### src/rtl/voter_pkg.sv
// Shared types and helpers for the k-of-N threshold voter and its persistence filter.
package voter_pkg;

  typedef enum logic {
    STABLE  = 1'b0,
    PENDING = 1'b1
  } voter_state_t;

  // Widest channel vector the popcount helper accepts; callers zero-extend into it.
  localparam int unsigned MaxN = 256;
  localparam int unsigned PopW = $clog2(MaxN + 1);

  // Width needed to hold a count of 0..n.
  function automatic int unsigned cw_of(input int unsigned n);
    return $clog2(n + 1);
  endfunction

  function automatic logic [PopW-1:0] popcount(input logic [MaxN-1:0] v);
    logic [PopW-1:0] s;
    s = '0;
    for (int i = 0; i < MaxN; i++) begin
      s = s + PopW'(v[i]);
    end
    return s;
  endfunction

endpackage

### src/rtl/persist_filter.sv
// Persistence filter: q follows d only after HOLD consecutive valid disagreeing samples.
module persist_filter
  import voter_pkg::*;
#(
  parameter int unsigned HOLD = 2
) (
  input  logic clk,
  input  logic rst_n,
  input  logic v,
  input  logic d,
  output logic q,
  output logic changed
);

  localparam int unsigned RW = $clog2(HOLD + 1);

  voter_state_t  r_state, w_state_d;
  logic [RW-1:0] r_run, w_run_d;
  logic          r_q, w_q_d;
  logic          r_changed, w_changed_d;

  always_comb begin
    w_state_d   = r_state;
    w_run_d     = r_run;
    w_q_d       = r_q;
    w_changed_d = 1'b0;
    // Invalid cycles leave state and run untouched.
    if (v) begin
      unique case (r_state)
        STABLE: begin
          if (d == r_q) begin
            w_run_d = '0;
          end else if (HOLD == 1) begin
            w_q_d       = d;
            w_changed_d = 1'b1;
          end else begin
            w_run_d   = RW'(1);
            w_state_d = PENDING;
          end
        end
        PENDING: begin
          if (d == r_q) begin
            w_run_d   = '0;
            w_state_d = STABLE;
          end else if (r_run == RW'(HOLD - 1)) begin
            w_q_d       = d;
            w_changed_d = 1'b1;
            w_run_d     = '0;
            w_state_d   = STABLE;
          end else begin
            w_run_d = r_run + RW'(1);
          end
        end
        default: begin
          w_state_d = STABLE;
          w_run_d   = '0;
        end
      endcase
    end
  end

  always_ff @(posedge clk or negedge rst_n) begin
    if (!rst_n) begin
      r_state   <= STABLE;
      r_run     <= '0;
      r_q       <= 1'b0;
      r_changed <= 1'b0;
    end else begin
      r_state   <= w_state_d;
      r_run     <= w_run_d;
      r_q       <= w_q_d;
      r_changed <= w_changed_d;
    end
  end

  assign q       = r_q;
  assign changed = r_changed;

endmodule

### src/rtl/threshold_voter_seq.sv
// Registered k-of-N threshold voter with persistence filter (2-cycle latency).
// Optional per-channel disagreement output enabled by VOTER_MISMATCH_EN.
module threshold_voter_seq
  import voter_pkg::*;
#(
  parameter  int unsigned N    = 4,
  parameter  int unsigned HOLD = 2,
  localparam int unsigned CW   = cw_of(N)
) (
  input  logic          clk,
  input  logic          rst_n,
  input  logic          in_valid,
  input  logic [N-1:0]  x,
  input  logic [CW-1:0] thr,
  output logic [CW-1:0] count,
  output logic          raw,
  output logic          out_valid,
  output logic          f,
  output logic          changed
`ifdef VOTER_MISMATCH_EN
  ,
  output logic [N-1:0]  mismatch
`endif
);

  logic [CW-1:0] w_pop;
  logic [CW-1:0] r_count;
  logic          r_raw;
  logic          r_v1;
  logic          r_out_valid;

  assign w_pop = CW'(popcount(MaxN'(x)));

  // Stage 1: count and raw hold their last valid values across idle cycles.
  always_ff @(posedge clk or negedge rst_n) begin
    if (!rst_n) begin
      r_count     <= '0;
      r_raw       <= 1'b0;
      r_v1        <= 1'b0;
      r_out_valid <= 1'b0;
    end else begin
      r_v1        <= in_valid;
      r_out_valid <= r_v1;
      if (in_valid) begin
        r_count <= w_pop;
        r_raw   <= (w_pop >= thr);
      end
    end
  end

  persist_filter #(
    .HOLD(HOLD)
  ) u_filter (
    .clk    (clk),
    .rst_n  (rst_n),
    .v      (r_v1),
    .d      (r_raw),
    .q      (f),
    .changed(changed)
  );

`ifdef VOTER_MISMATCH_EN
  logic [N-1:0] r_x_q;
  logic [N-1:0] r_x2;

  always_ff @(posedge clk or negedge rst_n) begin
    if (!rst_n) begin
      r_x_q <= '0;
      r_x2  <= '0;
    end else begin
      if (in_valid) begin
        r_x_q <= x;
      end
      if (r_v1) begin
        r_x2 <= r_x_q;
      end
    end
  end

  // f only moves on valid samples, so this holds between them just like r_x2.
  assign mismatch = r_x2 ^ {N{f}};
`endif

  assign count     = r_count;
  assign raw       = r_raw;
  assign out_valid = r_out_valid;

endmodule

### config.mk
export PLATFORM = sky130hd
export DESIGN_NAME = threshold_voter_seq
export DESIGN_NICKNAME = d
export VERILOG_FILES = /design/src/rtl/voter_pkg.sv /design/src/rtl/persist_filter.sv /design/src/rtl/threshold_voter_seq.sv
export SDC_FILE = /design/constraint.sdc
export NUM_CORES = 1
export LEC_CHECK = 0
export CAP_MARGIN = 10
export CORE_MARGIN = 3
export CORE_UTILIZATION = 38
export CTS_BUF_LIST = sky130_fd_sc_hd__clkbuf_8 sky130_fd_sc_hd__clkbuf_16
export DETAILED_ROUTE_END_ITERATION = 8
export PLACE_DENSITY = 0.74
export SLEW_MARGIN = 20
export SYNTH_ARGS = -nofsm -noshare
export SYNTH_HDL_FRONTEND = slang
export SYNTH_SLANG_ARGS = --single-unit
### constraint.sdc
create_clock -name clk -period 1.1 [get_ports clk]
set_input_delay 0.22 -clock clk [delete_from_list [all_inputs] [get_ports clk]]
set_output_delay 0.22 -clock clk [all_outputs]
set_load 0.02 [all_outputs]
# Word-level counts from Yosys, hierarchy flattened
# Cells that the tools add are included.
# W data, S select, Z words.
dict set report op_classes {
  n_reduce_logical 1
  muxes 12
  n_lt_le_gt_ge 1
  add_sub_neg 4
  eq_ne 2
  n_bitwise 2
}
# operator n
set op_table {}
lappend op_table {{$mux W1} 8}
lappend op_table {{$mux W2} 2}
lappend op_table {{$pmux W2 S2} 1}
lappend op_table {{$reduce_and A4 Y1} 1}
lappend op_table {{$add A2 B1 Y3} 1}
lappend op_table {{$add A3 B1 Y3} 1}
lappend op_table {{$ge A3 B3 Y1} 1}
lappend op_table {{$add A1 B1 Y2} 1}
lappend op_table {{$add A2 B1 Y2 const B} 1}
lappend op_table {{$eq A2 B1 Y1 const B} 1}
lappend op_table {{$not A1 Y1} 2}
lappend op_table {{$pmux W1 S2} 1}
lappend op_table {{$eq A1 B1 Y1} 1}
dict set report totals {
  in_bits 10
  reg_bits 11
}

# Logic depth before layout (Yosys ltp)
# Gate-level depths: netlist (run 1).
dict set report depth {
  depth_word 5
  mapped_depth 7
}

# By module
# A second synthesis (run 1) with hierarchy kept.
dict set report unflattened {
  hier_cells 40
  area_unflattened_um2 521.8
}
# module n_inst cells_each seq_area_each_um2 area_each_um2
set by_module_without_submodules {}
lappend by_module_without_submodules {threshold_voter_seq 1 23 150.1 304.0}
lappend by_module_without_submodules {persist_filter 1 17 125.1 217.7}

# Least setup slack after synthesis (run 1)
# No wires, ideal clock.
dict set report synth_timing {
  path_kind {in2reg}
  start {in x[0]}
  end {reg r_raw (netlist: raw)}
  arrival_time_ns 1.772
  setup_ns 0.129
  n_path_buf 0
  path_slack_ns -0.801
  cell_stages 7
  cell_sequence {fa_1 ha_1 ha_1 ha_1 or3b_1 o21ai_0 a31oi_1}
}
dict set report synth_via {
  elab_chain_len 4
}
# item line
set synth_lines {}
lappend synth_lines {{from (decl)} threshold_voter_seq.sv:13} ;# input logic [N-1:0] x,
lappend synth_lines {{$add A1 B1 Y2} voter_pkg.sv:22} ;# s = s + PopW'(v[i]);
lappend synth_lines {{$add A2 B1 Y3} voter_pkg.sv:22}
lappend synth_lines {{$add A3 B1 Y3} voter_pkg.sv:22}
lappend synth_lines {{via w_pop[2]} threshold_voter_seq.sv:26} ;# logic [CW-1:0] w_pop;
lappend synth_lines {{$ge A3 B3 Y1} threshold_voter_seq.sv:46} ;# r_raw <= (w_pop >= thr);
lappend synth_lines {{to (signal assigned)} threshold_voter_seq.sv:46}
lappend synth_lines {{to (decl)} threshold_voter_seq.sv:28} ;# logic r_raw;
# The timed path passes the listed nets, and every way through them passes these cells.
# A chain may end at the register's enable or synchronous reset.

# Final worst setup path (run 1)
dict set report layout_timing {
  start {in x[3]}
  end {reg r_raw (netlist: raw)}
}
dict set report layout_via {
  elab_chain_len 2
}
# item line
set layout_lines {}
lappend layout_lines {{$add A3 B1 Y3} voter_pkg.sv:22}
lappend layout_lines {{via w_pop[2]} threshold_voter_seq.sv:26}
lappend layout_lines {{$ge A3 B3 Y1} threshold_voter_seq.sv:46}
# The timed path passes the listed nets, and every way through them passes these cells.

==> results.md, run 1 <==
- Clock-pin slew on the worst setup and hold paths: roughly 0.050 ns
- Post-route DRC violation count: 0
- Top cells by count, synth: dfrtp_1, ha_1, inv_1
- HP Class: input pin to async pin
- Outcome: complete, but fails checks
- RSZ-0062 raised after global routing: yes
- Cts hold-fix bufs: 0
- Clock sinks: 11
- CTS root buffer: clkbuf_8
- Layout cells sized above 1: 0.493
- Overflow after GRT: 0
- Mean routed wirelength per cell: 13.8 um
- Final min period: roughly 1.7 ns
- Number of diodes: 0
- Post-synth EDFFs: 0
- Placed Area: between 700 and 800 um2
- Post-synth top area cell: dfrtp_1
- Highest routing layer actually used: met4
- Die Y: roughly 43 um
- Cell area after layout: a little under 900 um2
- Core ar.: 1190 um2
- Worst-Skew Late Latency: between 0.2 and 0.25 ns
- Dpl ws: -1.25 ns
- Final hold viol count: 0
- Cells after synthesis: 39
- Area grow syn2layout: 70.8%
- Ys async rst share: 1.00
- Nets@finish: 88
- CTS tree: done
- DR WL met3: between 80 and 90 um
- Startpoint types: input pin
- Die area: about 1800 um2
- Initial antenna violation count: 0
- Crit Path Category: input pin to flop
- Hold slack: approximately 0.26 ns
- Worst EP arrival: 1.83 ns
- Post-DP HPWL: 798 um
- Total wire length: 1180 um
- Tcrit/Tclk final: 1.55
- Chip width: roughly 43 um
- Critical path endpoint category: flop
- Share of the synthesized area in the top cell type: 0.539
- CTS buffer count: 3
- Leak: 0.423 nW
- #FFs+latches synth: 11
- Cells taking the most area after synthesis: dfrtp_1, ha_1, mux2_1
- Max cap viols: 0
- Syn_area_per_cell: between 10 and 15 um2
- Filler instances: 87
- Iter 0 DRT Violations: 1
- Max Root-Sink Buffers: 2
- Synth warn: 0
- Via-per-instance ratio: roughly 5
- Layout Cells excl Fill: 85
- Slew HR: 0.841
- RD Place Congestion: 0.664
- Largest net degree at the start of global routing: 12
- Num ports: 17
- Synth Cell Area: ~510 um2
- Vias in the first global route: roughly 430
- Worst-margin pin slew: roughly 0.24 ns
- H-tree levels: 1
- Pwr/cell area: 1990 nW/um2
- Sequential share of the synthesized area: 0.539
- Tot GR Track Use: 0.159
- Cell Rows: 12
- DRT Pass-1 Iters: 3
- Vias: ~420
- Count leader, synth: dfrtp_1
- VDD IR max: about 0.0012 V
- Worst Slack Setup Final: -0.600 ns
- # setup viols final: 8
- WL met2: between 600 and 700 um
- Placed Cells: 74
- Worst reg2reg setup slack: -0.09 ns
- Post-Route M1 WL: between 400 and 500 um
- Max FO, Critical Path: 2
- Clock Skew: around 0.0076 ns
- Slew Viols, Final: 0
- Post-synthesis net count: 55
- Library cells used by synthesis: 14
- Routed Antenna Nets: 0
- WP data required: ~1.2 ns
- Peak Freq: 0.588 GHz
- Top_reg_cell synth: dfrtp_1
- First-pass GRT wire length: around 2000 um
- Violated checks: negative setup slack
- Starting density of the core: 0.430
- PortBufs: 16
## logic make-up after synthesis
logic type                 Yosys count  synth area share
and+or+nand+nor                      5            0.0662
muxes                                5             0.110
buffers and inverters                4            0.0294
DFF                                 11             0.539
AOI/OAI and AO/OA                    7            0.0760
adders and majority gates            6             0.162
xor gates and xnor gates             1            0.0172
## placed cells by master, fill, tap and decap left out, types with 3 or more instances in the layout
| master | Yosys | final |
|---|---|---|
| inv_1 | 4 | 5 |
| dfrtp_1 | 11 | 11 |
| buf_4 | 0 | 9 |
| buf_6 | 0 | 7 |
| clkdlybuf4s50_1 | 0 | 6 |
| buf_2 | 0 | 4 |
| clkbuf_8 | 0 | 3 |
## through the flow
step,utilization,power [mW],setup TNS (ns)
floorplan,-,0.850,-1.95
global placement,0.638,1.07,-4.09
detailed placement,0.638,1.09,-4.38
CTS,0.696,1.58,-1.46
global route,0.735,1.86,-1.76
finish,0.735,1.74,-1.44
## power by group
group	total [mW]	internal (mW)	switching, mW
clock network	0.398	0.245	0.153
logic	0.751	0.448	0.303
registers	0.587	0.501	0.0860
## state kept, by name, indices dropped and copies added, names as in the netlist
register / cells
count: 3
u_filter.r_run: 2
out_valid: 1
r_v1: 1
raw: 1
u_filter.changed: 1
u_filter.q: 1
u_filter.r_state: 1
## critical path, cell delays in order
cell and delay (ns):
buf_6 0.09, fa_1 0.54, ha_2 0.19, ha_4 0.14
ha_4 0.19, or3b_1 0.34, o21ai_1 0.08, a31oi_1 0.05
## worst paths after layout
path / from / end / cells after the start
max: x[3] / raw$_DFFE_PN0P_ / 8
min: rst_n / count[2]$_DFFE_PN0P_ / 2
max reg2reg: raw$_DFFE_PN0P_ / u_filter.r_run[1]$_DFFE_PN0P_ / 3
min reg2reg: r_v1$_DFF_PN0_ / out_valid$_DFF_PN0_ / 0
max in group asynchronous: rst_n / count[1]$_DFFE_PN0P_ / 2
min in group clk: r_v1$_DFF_PN0_ / out_valid$_DFF_PN0_ / 0
## what timing repair did
action | in CTS | in global routing
gates resized for setup | 42 | 9
setup endpoints to repair | 13 | 11
setup buffers | 3 | 4
pin swaps | 6 | 5
## layer usage
metal,GRT usage,up-vias
li1,-,200
met1,0.174,197
met2,0.243,14
met5,0,-
met3,0.0678,5
met4,0.112,0
## layout make-up
class,count,area [um2],area share
inverter,4,15.0,0.0172
sequential,11,275,0.316
clock buffer,3,41.3,0.0473
tap,14,17.5,0.0201
multi-input combinational,24,270,0.310
timing repair buffer,28,249,0.286
clock inverter,1,3.75,0.00430
Note: power is estimated with default switching activity, not from simulation.
==> inputs of run 2 (changes only) <==
Settings changed: CTS_BUF_LIST sky130_fd_sc_hd__clkbuf_8 sky130_fd_sc_hd__clkbuf_16 to unset, SYNTH_HIERARCHICAL set to 1.
==> results.md, run 2 <==
- Startpoint types: input pin
- HP Class: input pin to async pin
- Library cells used by synthesis: 17
- Critical path endpoint category: flop
- Post-DP HPWL: approximately 800 um
- Clock-pin slew on the worst setup and hold paths: approximately 0.070 ns
- Die area: approximately 1900 um2
- CTS buffer count: 3
- Vias in the first global route: slightly below 400
- Setup TNS: -1.04 ns
- RD Place Congestion: between 0.6 and 0.7
- Worst-margin pin slew: 0.238 ns
- Worst EP arrival: about 1.7 ns
- Slew Viols, Final: 0
- Share of the synthesized area in the top cell type: 0.528
- Clock sinks: 11
- Largest net degree at the start of global routing: 12
- Worst-Skew Late Latency: between 0.2 and 0.3 ns
- Tot GR Track Use: 0.117
- Area of the multi-input gates: around 290 um2
- Worst Slack Setup Final: -0.460 ns
- Final hold viol count: 0
- Layout Cells excl Fill: between 80 and 90
- Syn_area_per_cell: between 10 and 15 um2
- #FFs+latches synth: 11
- Tcrit/Tclk final: 1.42
- Largest register FFs: 3
- Top cells by count, synth: dfrtp_1, inv_1, ha_1
- DRT Pass-1 Iters: 3
- Cts hold-fix bufs: 0
- Post-synth EDFFs: 0
- Crit-path max cell delay: ~0.5 ns
- Reg power frac: 0.376
- VDD IR max: ~0.0012 V
- Commonest non-fill, non-tap cell in the layout: dfrtp_1
- Register area: roughly 280 um2
- Starting density of the core: 0.434
- NetSw: ~0.46 mW
- Leading cell types in the layout, fill and taps excluded: dfrtp_1, buf_2, buf_4
- PortBufs: 16
- Vias: approximately 390
- Max cap viols: 0
- Nets@finish: 85
- Peak Freq: ~0.64 GHz
- Post-route DRC violation count: 0
- Count leader, synth: dfrtp_1
- Placed Cells: between 70 and 80
- Leak: about 0.38 nW
- Combinational share of power: 0.440
- Pwr/cell area: between 1500 and 2000 nW/um2
- Cells after synthesis: 40
- Die Y: 43.1 um
- CTS tree: done
- Sequential share of the synthesized area: 0.528
- Core ar.: ~1200 um2
- Violated checks: negative setup slack
- Crit path top cell by count: ha_4
- Post-synth top area cell: dfrtp_1
- # setup viols final: 5
- Critical path, cell by cell: buf_6 -> fa_1 -> ha_4 -> ha_4 -> ha_1 -> a21oi_1 -> a31oi_1
- Post-synthesis net count: 56
- Clock Skew: approximately 0.0022 ns
- Max Root-Sink Buffers: 2
- CTS root buffer: clkbuf_4
- Routed Antenna Nets: 0
- Chip width: around 43 um
- Worst Path Buf+Inv: 1
- Switching Fraction: 0.319
- WP data required: 1.23 ns
- Synth warn: 6
- Crit Path Category: input pin to flop
- Largest delay share family, worst path: adder cells
- RSZ-0062 raised after global routing: yes
- Outcome: complete, but fails checks
- Iter 0 DRT Violations: 2
- Via-per-instance ratio: between 4 and 5
- Number of diodes: 0
- Cell Rows: 12
- Cells taking the most area after synthesis: dfrtp_1, ha_1, mux2_2
- Fin util: 0.674
- Mean routed wirelength per cell: between 10 and 15 um
- Ys async rst share: 1.00
- Internal power: 0.976 mW
- First-pass GRT wire length: between 1500 and 2000 um
- Max FO, Critical Path: 2
- Filler instances: 96
- Clock power share: 0.184
- Area grow syn2layout: 55.2%
- Slowest cell on the critical path: fa_1
- H-tree levels: 1
- Final min period: 1.56 ns
- Initial antenna violation count: 0
- Overflow after GRT: 0
- Layout cells sized above 1: 0.485
- Synth Cell Area: between 500 and 600 um2
- Top_reg_cell synth: dfrtp_1
- Num ports: 17
- Slew HR: 0.841
- Total wire length: around 960 um
run 2: cell count changes after synthesis, moves of 2 or more:
cell	delta
o21ai_0	-3
o22ai_1	+2
inv_1	+2
or3b_1	-2
mux2_1	-3
run 2: what timing repair did:
action,CTS,global route
endpoints found under the setup margin,14,7
setup buffers,0,1
resized for setup,39,5
gates cloned,0,0
pin swaps,6,7
run 2: cell type report:
class	count	area share
multi-input combinational	23	0.352
tap	14	0.0216
inverter	6	0.0278
timing repair buffer	24	0.226
sequential	11	0.340
clock buffer	4	0.0325
run 2: stage by stage:
| stage | area [um2] | total power [mW] | hold slack [ns] | setup WS (ns) |
|---|---|---|---|---|
| floorplan | 563 | 0.881 | -0.0756 | -0.569 |
| finish | 810 | 1.43 | 0.250 | -0.460 |
| detailed placement | 793 | 1.20 | 0.499 | -1.12 |
| global placement | 793 | 1.18 | 0.503 | -1.09 |
| CTS | 796 | 1.44 | 0.253 | -0.508 |
| global route | 810 | 1.53 | 0.244 | -0.482 |
run 2: kinds of logic after synthesis:
group	Yosys count	synth area share
multiplexers	4	0.0935
flip-flops	11	0.528
adder cells (fa/ha/maj)	6	0.158
XOR/XNOR	1	0.0168
AND/OR/NAND/NOR	5	0.0672
AO/OA/AOI/OAI	7	0.0935
buffers and inverters	6	0.0432
run 2: metal layers:
| layer | track usage | vias up | wire length, um |
|---|---|---|---|
| li1 | - | 194 | - |
| met4 | 0.0181 | 0 | 0 |
| met1 | 0.156 | 187 | 451 |
| met3 | 0.0508 | 0 | 41 |
| met2 | 0.180 | 8 | 464 |
| met5 | 0 | - | 0 |
run 2: path summary, 6_finish.rpt:
kind | cells after the start | end | startpoint | slack, ns
min | 2 | u_filter/r_state$_DFFE_PN0P_ | rst_n | 0.25
min in group clk | 1 | count[0]$_DFFE_PN0P_ | count[0]$_DFFE_PN0P_ | 0.52
max | 7 | raw$_DFFE_PN0P_ | x[3] | -0.46
max reg2reg | 2 | u_filter/q$_DFFE_PN0P_ | u_filter/r_run[1]$_DFFE_PN0P_ | -0.06
max in group asynchronous | 2 | r_v1$_DFF_PN0_ | rst_n | 0.71
min reg2reg | 1 | count[0]$_DFFE_PN0P_ | count[0]$_DFFE_PN0P_ | 0.52
run 2: power by group through the flow:
stage | registers, mW | logic (mW) | clock network [mW]
6_report | 0.539 | 0.631 | 0.264
3_5_place_dp | 0.550 | 0.655 | 0
5_1_grt | 0.553 | 0.680 | 0.301
4_1_cts | 0.541 | 0.632 | 0.272
3_3_place_gp | 0.547 | 0.634 | 0
2_1_floorplan | 0.640 | 0.241 | 0
==> inputs of run 3 (changes only) <==
Settings changed: ABC_CLOCK_PERIOD_IN_PS set to 1100.
==> results of run 3 <==
Same layout as run 2: the final DEF is identical, and so are final timing and power.
